**src/rtl/sysid_reader.sv**
```systemverilog
// sysid_reader: reads the system ID (word 0) and build timestamp (word 1)
// from an Avalon-MM sysid slave. Each read is bounded by a waitrequest
// timeout. Reports pass/timeout status and the captured words.
module sysid_reader #(
  parameter logic [31:0] EXPECTED_ID        = 32'd0,
  parameter logic [31:0] EXPECTED_TIMESTAMP = 32'd1367779031,
  parameter int unsigned TIMEOUT_CYCLES     = 255
) (
  input  logic        clock,
  input  logic        reset,
  input  logic        start,
  output logic        avm_address,
  output logic        avm_read,
  input  logic        avm_waitrequest,
  input  logic [31:0] avm_readdata,
  output logic        busy,
  output logic        done,
  output logic        pass,
  output logic        timeout_err,
  output logic [31:0] id_value,
  output logic [31:0] ts_value
);

  localparam logic [1:0] IDLE  = 2'd0;
  localparam logic [1:0] RD_ID = 2'd1;
  localparam logic [1:0] RD_TS = 2'd2;
  localparam logic [1:0] FIN   = 2'd3;

  localparam logic [15:0] TimeoutLimit = 16'(TIMEOUT_CYCLES);

  // Out-of-range timeouts would make the 16-bit counter wrap or fire at once.
  if (TIMEOUT_CYCLES < 1 || TIMEOUT_CYCLES > 65535) begin : gen_bad_timeout
    $error("sysid_reader: TIMEOUT_CYCLES must be in 1..65535");
  end

  logic [1:0]  state_q, state_d;
  logic        avm_read_q, avm_read_d;
  logic        avm_address_q, avm_address_d;
  logic        busy_q, busy_d;
  logic        done_q, done_d;
  logic        pass_q, pass_d;
  logic        timeout_err_q, timeout_err_d;
  logic [31:0] id_value_q, id_value_d;
  logic [31:0] ts_value_q, ts_value_d;
  logic [15:0] wait_cnt_q, wait_cnt_d;

  logic rd_ack;
  logic rd_tmo;

  // Read handshake qualifiers; only meaningful in the two read states.
  always_comb begin
    rd_ack = avm_read_q && !avm_waitrequest;
    // Completion takes priority: a timeout needs waitrequest still high.
    rd_tmo = avm_read_q && avm_waitrequest && (wait_cnt_q == TimeoutLimit);
  end

  // Next-state and registered-output computation for the check sequence.
  always_comb begin
    state_d       = state_q;
    avm_read_d    = avm_read_q;
    avm_address_d = avm_address_q;
    busy_d        = busy_q;
    done_d        = 1'b0;
    pass_d        = pass_q;
    timeout_err_d = timeout_err_q;
    id_value_d    = id_value_q;
    ts_value_d    = ts_value_q;
    wait_cnt_d    = wait_cnt_q;

    case (state_q)
      IDLE: begin
        if (start) begin
          state_d       = RD_ID;
          avm_read_d    = 1'b1;
          avm_address_d = 1'b0;
          busy_d        = 1'b1;
          pass_d        = 1'b0;
          timeout_err_d = 1'b0;
          id_value_d    = 32'd0;
          ts_value_d    = 32'd0;
          wait_cnt_d    = 16'd0;
        end
      end

      RD_ID: begin
        if (rd_ack) begin
          // Go straight into the timestamp read; avm_read stays high.
          id_value_d    = avm_readdata;
          state_d       = RD_TS;
          avm_address_d = 1'b1;
          wait_cnt_d    = 16'd0;
        end else if (rd_tmo) begin
          state_d       = FIN;
          avm_read_d    = 1'b0;
          timeout_err_d = 1'b1;
          pass_d        = 1'b0;
          done_d        = 1'b1;
        end else if (avm_waitrequest) begin
          wait_cnt_d = wait_cnt_q + 16'd1;
        end
      end

      RD_TS: begin
        if (rd_ack) begin
          ts_value_d = avm_readdata;
          state_d    = FIN;
          avm_read_d = 1'b0;
          done_d     = 1'b1;
          // Timestamp is compared as it arrives so pass is valid with done.
          pass_d     = (id_value_q == EXPECTED_ID) && (avm_readdata == EXPECTED_TIMESTAMP);
        end else if (rd_tmo) begin
          state_d       = FIN;
          avm_read_d    = 1'b0;
          timeout_err_d = 1'b1;
          pass_d        = 1'b0;
          done_d        = 1'b1;
        end else if (avm_waitrequest) begin
          wait_cnt_d = wait_cnt_q + 16'd1;
        end
      end

      FIN: begin
        // start is not looked at here, so a request in this cycle is dropped.
        state_d       = IDLE;
        busy_d        = 1'b0;
        avm_address_d = 1'b0;
      end

      default: begin
        state_d       = IDLE;
        avm_read_d    = 1'b0;
        avm_address_d = 1'b0;
        busy_d        = 1'b0;
      end
    endcase
  end

  // State and output registers with synchronous reset.
  always_ff @(posedge clock) begin
    if (reset) begin
      state_q       <= IDLE;
      avm_read_q    <= 1'b0;
      avm_address_q <= 1'b0;
      busy_q        <= 1'b0;
      done_q        <= 1'b0;
      pass_q        <= 1'b0;
      timeout_err_q <= 1'b0;
      id_value_q    <= 32'd0;
      ts_value_q    <= 32'd0;
      wait_cnt_q    <= 16'd0;
    end else begin
      state_q       <= state_d;
      avm_read_q    <= avm_read_d;
      avm_address_q <= avm_address_d;
      busy_q        <= busy_d;
      done_q        <= done_d;
      pass_q        <= pass_d;
      timeout_err_q <= timeout_err_d;
      id_value_q    <= id_value_d;
      ts_value_q    <= ts_value_d;
      wait_cnt_q    <= wait_cnt_d;
    end
  end

  // Outputs come straight from flops; no input reaches them combinationally.
  always_comb begin
    avm_address = avm_address_q;
    avm_read    = avm_read_q;
    busy        = busy_q;
    done        = done_q;
    pass        = pass_q;
    timeout_err = timeout_err_q;
    id_value    = id_value_q;
    ts_value    = ts_value_q;
  end

`ifndef SYNTHESIS
  // Simulation-only sanity checks on status and bus behaviour.
  always_ff @(posedge clock) begin
    if (!reset) begin
      assert (!(pass_q && timeout_err_q))
        else $error("sysid_reader: pass and timeout_err both set");
      assert (!done_q || state_q == FIN)
        else $error("sysid_reader: done outside FIN");
      if (avm_read_q && avm_waitrequest && !rd_tmo && state_q != IDLE) begin
        assert (avm_address_d == avm_address_q)
          else $error("sysid_reader: address changed during stall");
      end
    end
  end
`endif

endmodule

```
**config.mk**
```make
export PLATFORM = sky130hd
export DESIGN_NAME = sysid_reader
export DESIGN_NICKNAME = d
export VERILOG_FILES = /design/src/rtl/sysid_reader.sv
export SDC_FILE = /design/constraint.sdc
export NUM_CORES = 1
export LEC_CHECK = 0
export BUFFER_PORTS_ARGS = -buffer_cell sky130_fd_sc_hd__buf_2
export CAP_MARGIN = 10
export CORE_AREA = 2 2 95 97
export CTS_CLUSTER_DIAMETER = 150
export DETAILED_ROUTE_END_ITERATION = 10
export DIE_AREA = 0 0 97 99
export PLACE_DENSITY = 0.7
export SYNTH_ARGS = -nofsm -noshare
export SYNTH_HDL_FRONTEND = slang
export SYNTH_SLANG_ARGS = --single-unit
```
**constraint.sdc**
```tcl
create_clock -name clock -period 2.35 [get_ports clock]
set_clock_uncertainty 0.2 [all_clocks]
set_input_delay 0.1175 -clock clock [delete_from_list [all_inputs] [get_ports clock]]
set_output_delay 0.1175 -clock clock [all_outputs]
set_load 0.01 [all_outputs]
```
[After elaboration in Yosys (flattened, before gate mapping)]
Index checks and enable logic that the tools add are counted.
Storage, ports and cells
  register bits: 88
  input bits: 36
  output and inout bits: 70
  logic and storage cells: 79
Cells by class
  $add $sub $neg: 1
  equal/unequal tests: 12
  muxes and demuxes: 35
  reductions and logical operators: 21
Operator list (count)
  32-bit case mux with 2 select lines: 2
  16-bit 2-to-1 mux: 5
  32-bit 2-to-1 mux: 2
  16-bit case mux with 3 select lines: 1
  32-bit by 31-bit equality test with 1-bit output, second input constant: 1
  32-bit logical NOT: 1
  16-bit by 1-bit adder with 16-bit output, second input constant: 1
  16-bit by 8-bit equality test with 1-bit output, second input constant: 1
  3-bit AND reduction: 5
  1-bit 2-to-1 mux: 14
  2-bit != test, second input constant: 6
  1-bit case mux with 3 select lines: 3
  2-bit 2-to-1 mux: 4
  2-bit case mux with 4 select lines: 1
  2-bit nonzero test: 4
  1-bit case mux with 2 select lines: 3
  3-bit nonzero test: 2
  2-bit equality test, second input constant: 2
  1-bit logical AND: 4
  4-bit AND reduction: 1
  2-bit by 1-bit equality test with 1-bit output, second input constant: 1
  2-bit logical NOT: 1
  2-bit by 1-bit != test with 1-bit output, second input constant: 1
  2-bit AND reduction: 1
  2 further kinds: 2

[Logic depth before layout (Yosys ltp)]
Gate-level depths: netlist (run 1).
  depth in word-level cells: 5
  gate-level depth with buffers: 9
  gate-level depth less buffers: 7

[Worst setup path before layout (run 1)]
OpenSTA, ideal clock, no wires.
  kind: reg2reg
  start point: register state_q[0]
  end point: register wait_cnt_q[0]
  setup time: 118 ps
  arrival time: 1986 ps
  data required time: 2032 ps
  slack: 46 ps
  cell stages (with the launch flop): 10
  path buffers: 3
  clock period less this slack: 2304 ps
  cell sequence: dfxtp_1 > inv_1 > ha_1 > clkbuf_1 > nor2b_1 > a2111oi_0 > or2_2 > clkbuf_1 > buf_2 > nor2_1
On the way
  word-level cells in the longest chain between the ends: 3
  elaborated cells on any way between the ends: 8
  those cells by class: eq/ne (4); mux (1); reduce/logical (3)
RTL lines
  start: declaration: line 36  | logic [1:0] state_q, state_d;
  start signal: assignment: line 152  | state_q <= state_d;
  2-bit equality test (tied with other cells): line 70  | case (state_q)
  2-bit != test (no line) / 3-bit nonzero test (equally long branches)
  3-bit AND reduction (no line)
  end signal: assignment: line 161  | wait_cnt_q <= wait_cnt_d;
  end: declaration: line 45  | logic [15:0] wait_cnt_q, wait_cnt_d;
Parallel ways exist; a longest one is shown, timed or not.
A chain may end at the register's enable or synchronous reset.

[Final worst setup path (run 1)]
  start point: register wait_cnt_q[11]
  end point: register wait_cnt_q[7]
On the way
  word-level cells in the longest chain between the ends: 5
  elaborated cells on any way between the ends: 6
  those cells by class: eq/ne (1); mux (4); reduce/logical (1)
RTL lines
  16-bit by 8-bit equality test with 1-bit output (*): line 54  | rd_tmo = avm_read_q && avm_waitrequest && (wait_cnt_q == TimeoutLimit);
  1-bit logical AND (*): line 54
  16-bit 2-to-1 mux (*)
  16-bit 2-to-1 mux (on tied branches)
  16-bit case mux with 3 select lines (*)
Mark *: on every way between the ends. The rest lies on a longest branch, timed or not. The select of a mux whose other input is x is not followed.

==> results.cfg, run 1 <==
[clocking]
h-tree-depth = 3
clk_transition_reported_paths_ps = 80
cts_tree = done
clock_latency_ps = 360
clk_path_buf_depth = 2
root_buffer = clkbuf_8
clock-sinks = 88
cts_buffers = 9
postCtsSetupBuffers = 0

[timing]
fin_crit_ps = 2280
finalSetupViolations = 0
fin_crit_sh = 0.971
hold_violations = 0
whs_ps = 135
worst_slack_ps = 67.1
tightest_slew_ps = 480
rsz0062_at_grt = no
fmax_mhz = 438
drv_slew = 0
slew_headroom = 0.672
timing.setup.tns_ps = 0

[worst_setup_path]
rr_startpoint = wait_cnt_q[11]$_SDFFE_PP0P_
r2r_cells = 5
cp.arrival_ps = 2380
cp_top_family = simple AND/OR/NAND/NOR gates
path_max_fanout = 5
cpPeakStageDelay_ps = 570
crit_path_frequent_cell = or4_4
end_kind = register
crit_required_ps = 2450
start_kind = register
worst-path-buf-inv = 0
path_class = reg2reg
slowest_stage = or4_4
reg2reg_to = wait_cnt_q[7]$_SDFFE_PP0P_
crit_path_cell_trace = or4_4 -> or4_4 -> o21ai_2 -> o311a_2 -> a31o_1
r2r_slack_ps = 70

[placed_design]
port_buffers = 105
place_ws_ps = 62.9
place_area_sq_um = 4450
place_congestion = 0.896
dp_cells = 663
post-dp-hpwl_mm = 7.84

[cells_and_area]
fin_util = 0.588
nets = 642
stdcell_count = 713
final_area_sq_um = 5030
post_route_cells_drive_above_1_share = 0.250
antenna_cells = 0
syn_to_final_growth_pct = 33.1

[synthesis]
synth_top_flop_cell = dfxtp_1
synth_edf_count = 0
ys_warn_count = 0
syn-num-nets = 510
synth-async-reset-ratio = 0
synth_seq_cells = 88
ys_seq_area_frac = 0.466
syn_inst = 469
yosysUniqueCellTypes = 55
netlist_area_sq_um = 3780
synth.avg_cell_area_sq_um = 8.06

[grt]
grt_max_degree = 38
grt-ovfl-total = 0
track_usage = 0.235
grt_first_pass_wirelength_mm = 18.4
grt_pass1_vias = 3833
antenna_found_initial = 0

[drt]
vias = 3960
firstDrtPassIters = 5
wl_per_cell_microns = 16.0
antenna_left = 0
drc = 0
first_iter_violations = 149
vias_per_cell = 5.55
wl_mm = 11.4

[min_path]
min_from = avm_waitrequest
hold_class = in2reg
holdPathEnd = done$_SDFF_PP0_
min_path_cells = 4

[power_and_ir_drop]
finalPower_mw = 3.83
p_leak_nw = 2.00
ir_drop_mv = 0.414
power_density_nw_per_um2 = 762

[floorplanning]
core_sq_um = 8550
row_count = 34
start_util = 0.442
die_width_microns = 97
pin_count = 106
die-area_sq_um = 9600
die_y_microns = 99

[run]
maxCapViolCount = 0

[status]
run_status = completed
layout make-up:
type	count	area (sq um)
fill	787	3520
clock buffer	11	151
sequential	88	1760
timing repair buffer	153	996
multi-input combinational	343	1890
inverter	6	22.5
tap	108	135
clock inverter	4	76.3
worst max path at each step:
stage | from | end | slack (ps) | cells past startpoint
after floorplan | state_q[0]$_SDFFE_PP0P_ | wait_cnt_q[0]$_SDFFE_PP0P_ | 50 | 9
after global placement | wait_cnt_q[11]$_SDFFE_PP0P_ | wait_cnt_q[1]$_SDFFE_PP0P_ | 90 | 5
after detailed placement | wait_cnt_q[11]$_SDFFE_PP0P_ | wait_cnt_q[1]$_SDFFE_PP0P_ | 60 | 5
after CTS | wait_cnt_q[11]$_SDFFE_PP0P_ | wait_cnt_q[1]$_SDFFE_PP0P_ | 50 | 5
after global routing | state_q[0]$_SDFFE_PP0P_ | wait_cnt_q[9]$_SDFFE_PP0P_ | 6 | 7
final | wait_cnt_q[11]$_SDFFE_PP0P_ | wait_cnt_q[7]$_SDFFE_PP0P_ | 70 | 5
worst reg2reg max path, stage by stage (launching register included):
cell and delay, ps:
dfxtp_1 350, or4_4 530, or4_4 570, o21ai_2 300, o311a_2 200, a31o_1 90
synth_stat cells (2+ instances only):
library cell,instances,area share
nand4_1,5,0.0083
ha_1,5,0.017
nor4_1,9,0.015
or4_4,2,0.0060
xor2_1,2,0.0046
or3_2,2,0.0040
and3_1,2,0.0033
nand2b_1,2,0.0033
o21ai_0,6,0.0079
mux2i_1,2,0.0053
buf_1,2,0.0020
or2_2,2,0.0033
nand2_1,76,0.075
clkbuf_1,30,0.030
nand3_1,73,0.097
a211oi_1,2,0.0040
o31ai_1,2,0.0040
inv_1,6,0.0060
o41ai_1,2,0.0046
nor3_1,5,0.0066
xnor2_1,8,0.019
nor2_1,22,0.022
nor2b_1,3,0.0050
dfxtp_1,88,0.47
a21oi_1,75,0.099
nor4b_1,5,0.012
and2_1,3,0.0050
sequential cells by signal, indices dropped and copies added (netlist names):
register	cells
state_q	2
ts_value	32
timeout_err	1
wait_cnt_q	16
done	1
avm_read	1
id_value	32
pass	1
busy	1
avm_address	1
where the power goes:
group / internal [mW] / switching [mW] / leakage (nW) / total, mW
clock network: 0.655 / 0.540 / 0.112 / 1.20
registers: 1.56 / 0.0607 / 0.711 / 1.62
logic: 0.361 / 0.654 / 1.18 / 1.02
total: 2.58 / 1.26 / 2.00 / 3.83
kinds of logic after synthesis:
family | Yosys count | share of synthesized area
simple gates | 225 | 0.296
compound gates | 99 | 0.151
mux | 3 | 0.00827
fa+ha+maj | 5 | 0.0165
buf+inv | 39 | 0.0390
flops | 88 | 0.466
xor+xnor | 10 | 0.0232
placed cells by master, fill, tap and decap left out, types with 6 or more instances in the layout:
| cell type | netlist | layout |
|---|---|---|
| o21ai_0 | 6 | 6 |
| nor4_1 | 9 | 9 |
| dlygate4sd3_1 | 0 | 34 |
| nand3_1 | 73 | 73 |
| nand2_1 | 76 | 76 |
| nor2_1 | 22 | 21 |
| dfxtp_1 | 88 | 88 |
| xnor2_1 | 8 | 8 |
| buf_2 | 1 | 105 |
| inv_1 | 6 | 6 |
| a21oi_1 | 75 | 75 |
| buf_4 | 0 | 12 |
| clkbuf_8 | 0 | 11 |
metal layers:
metal	vias up	part of all wire	GRT usage
met1	1872	0.41	0.280
met5	-	0	0
li1	1925	-	-
met4	0	0.024	0.0899
met3	24	0.058	0.0475
met2	139	0.51	0.420
repair_timing:
item                       CTS  global route
hold buffers                34             0
setup endpoints to repair    0            23
hold endpoints to repair    69             0
gates resized for setup      0             2
Power figures use the tool's default switching activity.
==> run 2, diff against run 1 <==
CORE_AREA = 2 2 109 85   (was 2 2 95 97)
DIE_AREA = 0 0 111 87   (was 0 0 97 99)
==> run 2 against run 1 <==
Critical path depth is the same. Global-route usage grew 0.78 points. Clock power grew 23%. First-iteration DRC count grew 130%. Die area grew 0.56%. Final area grew 2.7%. Combinational power is essentially flat. Via count grew 2.0%. Hold slack lost 92 ps. Register-to-register slack is essentially flat.
==> results.cfg, run 2 (synthesis results as in run 1) <==
[cells_and_area]
syn_to_final_growth_pct = 36.6
nets = 647
final_common_cell = buf_2
nFillCells = 744
antenna_cells = 0
final_area_sq_um = 5160
post_route_cells_drive_above_1_share = 0.261
fin_util = 0.596
stdcell_count = 722
final_cell_mix = buf_2, dfxtp_1, nand2_1

[grt]
grt_first_pass_wirelength_mm = 18.7
grt-ovfl-total = 0
antenna_found_initial = 0
grt_max_degree = 67
grt_pass1_vias = 3691
track_usage = 0.243

[worst_setup_path]
crit_required_ps = 2380
crit_path_frequent_cell = or4_4
cp.arrival_ps = 2310
r2r_cells = 5
crit_path_cell_trace = or4_4 -> or4_4 -> o21ai_4 -> mux2i_1 -> nor2_2
worst-path-buf-inv = 0
reg2reg_to = wait_cnt_q[1]$_SDFFE_PP0P_
slowest_stage = or4_4
path_max_fanout = 5
r2r_slack_ps = 70
rr_startpoint = wait_cnt_q[11]$_SDFFE_PP0P_
end_kind = register
path_class = reg2reg
cp_top_family = simple AND/OR/NAND/NOR gates
cpPeakStageDelay_ps = 580
start_kind = register

[floorplanning]
row_count = 30
start_util = 0.436
pin_count = 106
core_sq_um = 8670
die-area_sq_um = 9660
die_y_microns = 87
die_width_microns = 111

[timing]
slew_headroom = 0.546
tightest_slew_ps = 682
drv_slew = 0
fin_crit_sh = 0.971
hold_violations = 0
fmax_mhz = 438
fin_crit_ps = 2280
finalSetupViolations = 0
worst_slack_ps = 68.6
whs_ps = 42.6

[power_and_ir_drop]
p_int_mw = 2.84
p_seq_frac = 0.392
power.switching_mw = 1.31
comb_power_share = 0.251
clockPowerShare = 0.357
p_leak_nw = 2.06
power_density_nw_per_um2 = 803
switching_share = 0.315
ir_drop_mv = 0.537

[clocking]
clk_transition_reported_paths_ps = 60
clk_path_buf_depth = 2
cts_tree = done
postCtsSetupBuffers = 0
clock_latency_ps = 340
clock-sinks = 88
root_buffer = clkbuf_16
cts_buffers = 9
h-tree-depth = 3

[placed_design]
port_buffers = 105
post-dp-hpwl_mm = 7.84
place_congestion = 0.884
place_ws_ps = 47.5
dp_cells = 673
place_area_sq_um = 4470

[drt]
firstDrtPassIters = 5
vias = 4041
vias_per_cell = 5.60
drc = 0
antenna_left = 0
first_iter_violations = 337
wl_mm = 11.9
wl_per_cell_microns = 16.5

[min_path]
hold_class = in2reg
min_path_cells = 4
holdPathEnd = state_q[1]$_SDFFE_PP0P_
min_from = start

[run]
maxCapViolCount = 0

[status]
run_status = completed
-- run 2: changes by cell type in the layout (fill, tap and decap cells not counted), sizes merged --
cell,change
dlygate4sd3,-1
clkbuf,+2
buf,+6
bufinv,-1
inv,-1
-- run 2: power by group through the flow --
stage          sequential, mW  clock (mW)  combinational, mW
2_1_floorplan            1.67           0              0.570
3_3_place_gp             1.65           0              0.941
3_5_place_dp             1.65           0              0.948
4_1_cts                  1.62        1.51              0.993
5_1_grt                  1.63        1.56               1.14
6_report                 1.63        1.48               1.04
-- run 2: worst min-delay path: stages --
cell and delay (ps):
buf_2 120, nand2_1 100, o311ai_0 120, a21oi_1 70
-- run 2: final cells by class --
class,instances,area (sq um),area share
sequential,88,1760,0.341
multi-input combinational,343,1930,0.373
tap,112,140,0.0271
timing repair buffer,158,1010,0.195
clock buffer,13,270,0.0523
inverter,6,22.5,0.00436
clock inverter,2,37.5,0.00727
-- run 2: timing repair --
action	in CTS	in global routing
resized for setup	0	8
setup endpoints to repair	0	18
hold buffers	33	0
endpoints found under the hold margin	65	0
-- run 2: how the worst max path moves through the flow --
| stage | cells after the start | endpoint | startpoint | slack (ps) |
|---|---|---|---|---|
| after floorplan | 9 | wait_cnt_q[0]$_SDFFE_PP0P_ | state_q[0]$_SDFFE_PP0P_ | 50 |
| after global routing | 5 | wait_cnt_q[1]$_SDFFE_PP0P_ | wait_cnt_q[11]$_SDFFE_PP0P_ | -5 |
| after detailed placement | 5 | wait_cnt_q[1]$_SDFFE_PP0P_ | wait_cnt_q[11]$_SDFFE_PP0P_ | 50 |
| final | 5 | wait_cnt_q[1]$_SDFFE_PP0P_ | wait_cnt_q[11]$_SDFFE_PP0P_ | 70 |
| after CTS | 7 | pass$_SDFFE_PP0P_ | avm_readdata[25] | 7 |
| after global placement | 5 | wait_cnt_q[1]$_SDFFE_PP0P_ | wait_cnt_q[11]$_SDFFE_PP0P_ | 90 |
-- run 2: per-layer routing --
| layer | vias to the layer above | track usage | wire (microns) |
|---|---|---|---|
| li1 | 1931 | - | - |
| met5 | - | 0 | 0 |
| met4 | 0 | 0.0852 | 252 |
| met2 | 195 | 0.377 | 5340 |
| met1 | 1893 | 0.328 | 5220 |
| met3 | 22 | 0.0696 | 1100 |
-- run 2: metrics by stage --
step           total power, mW  setup TNS (ps)
2_1_floorplan             2.24               0
3_3_place_gp              2.59               0
3_5_place_dp              2.60               0
4_1_cts                   4.12               0
5_1_grt                   4.33           -5.36
6_report                  4.15               0
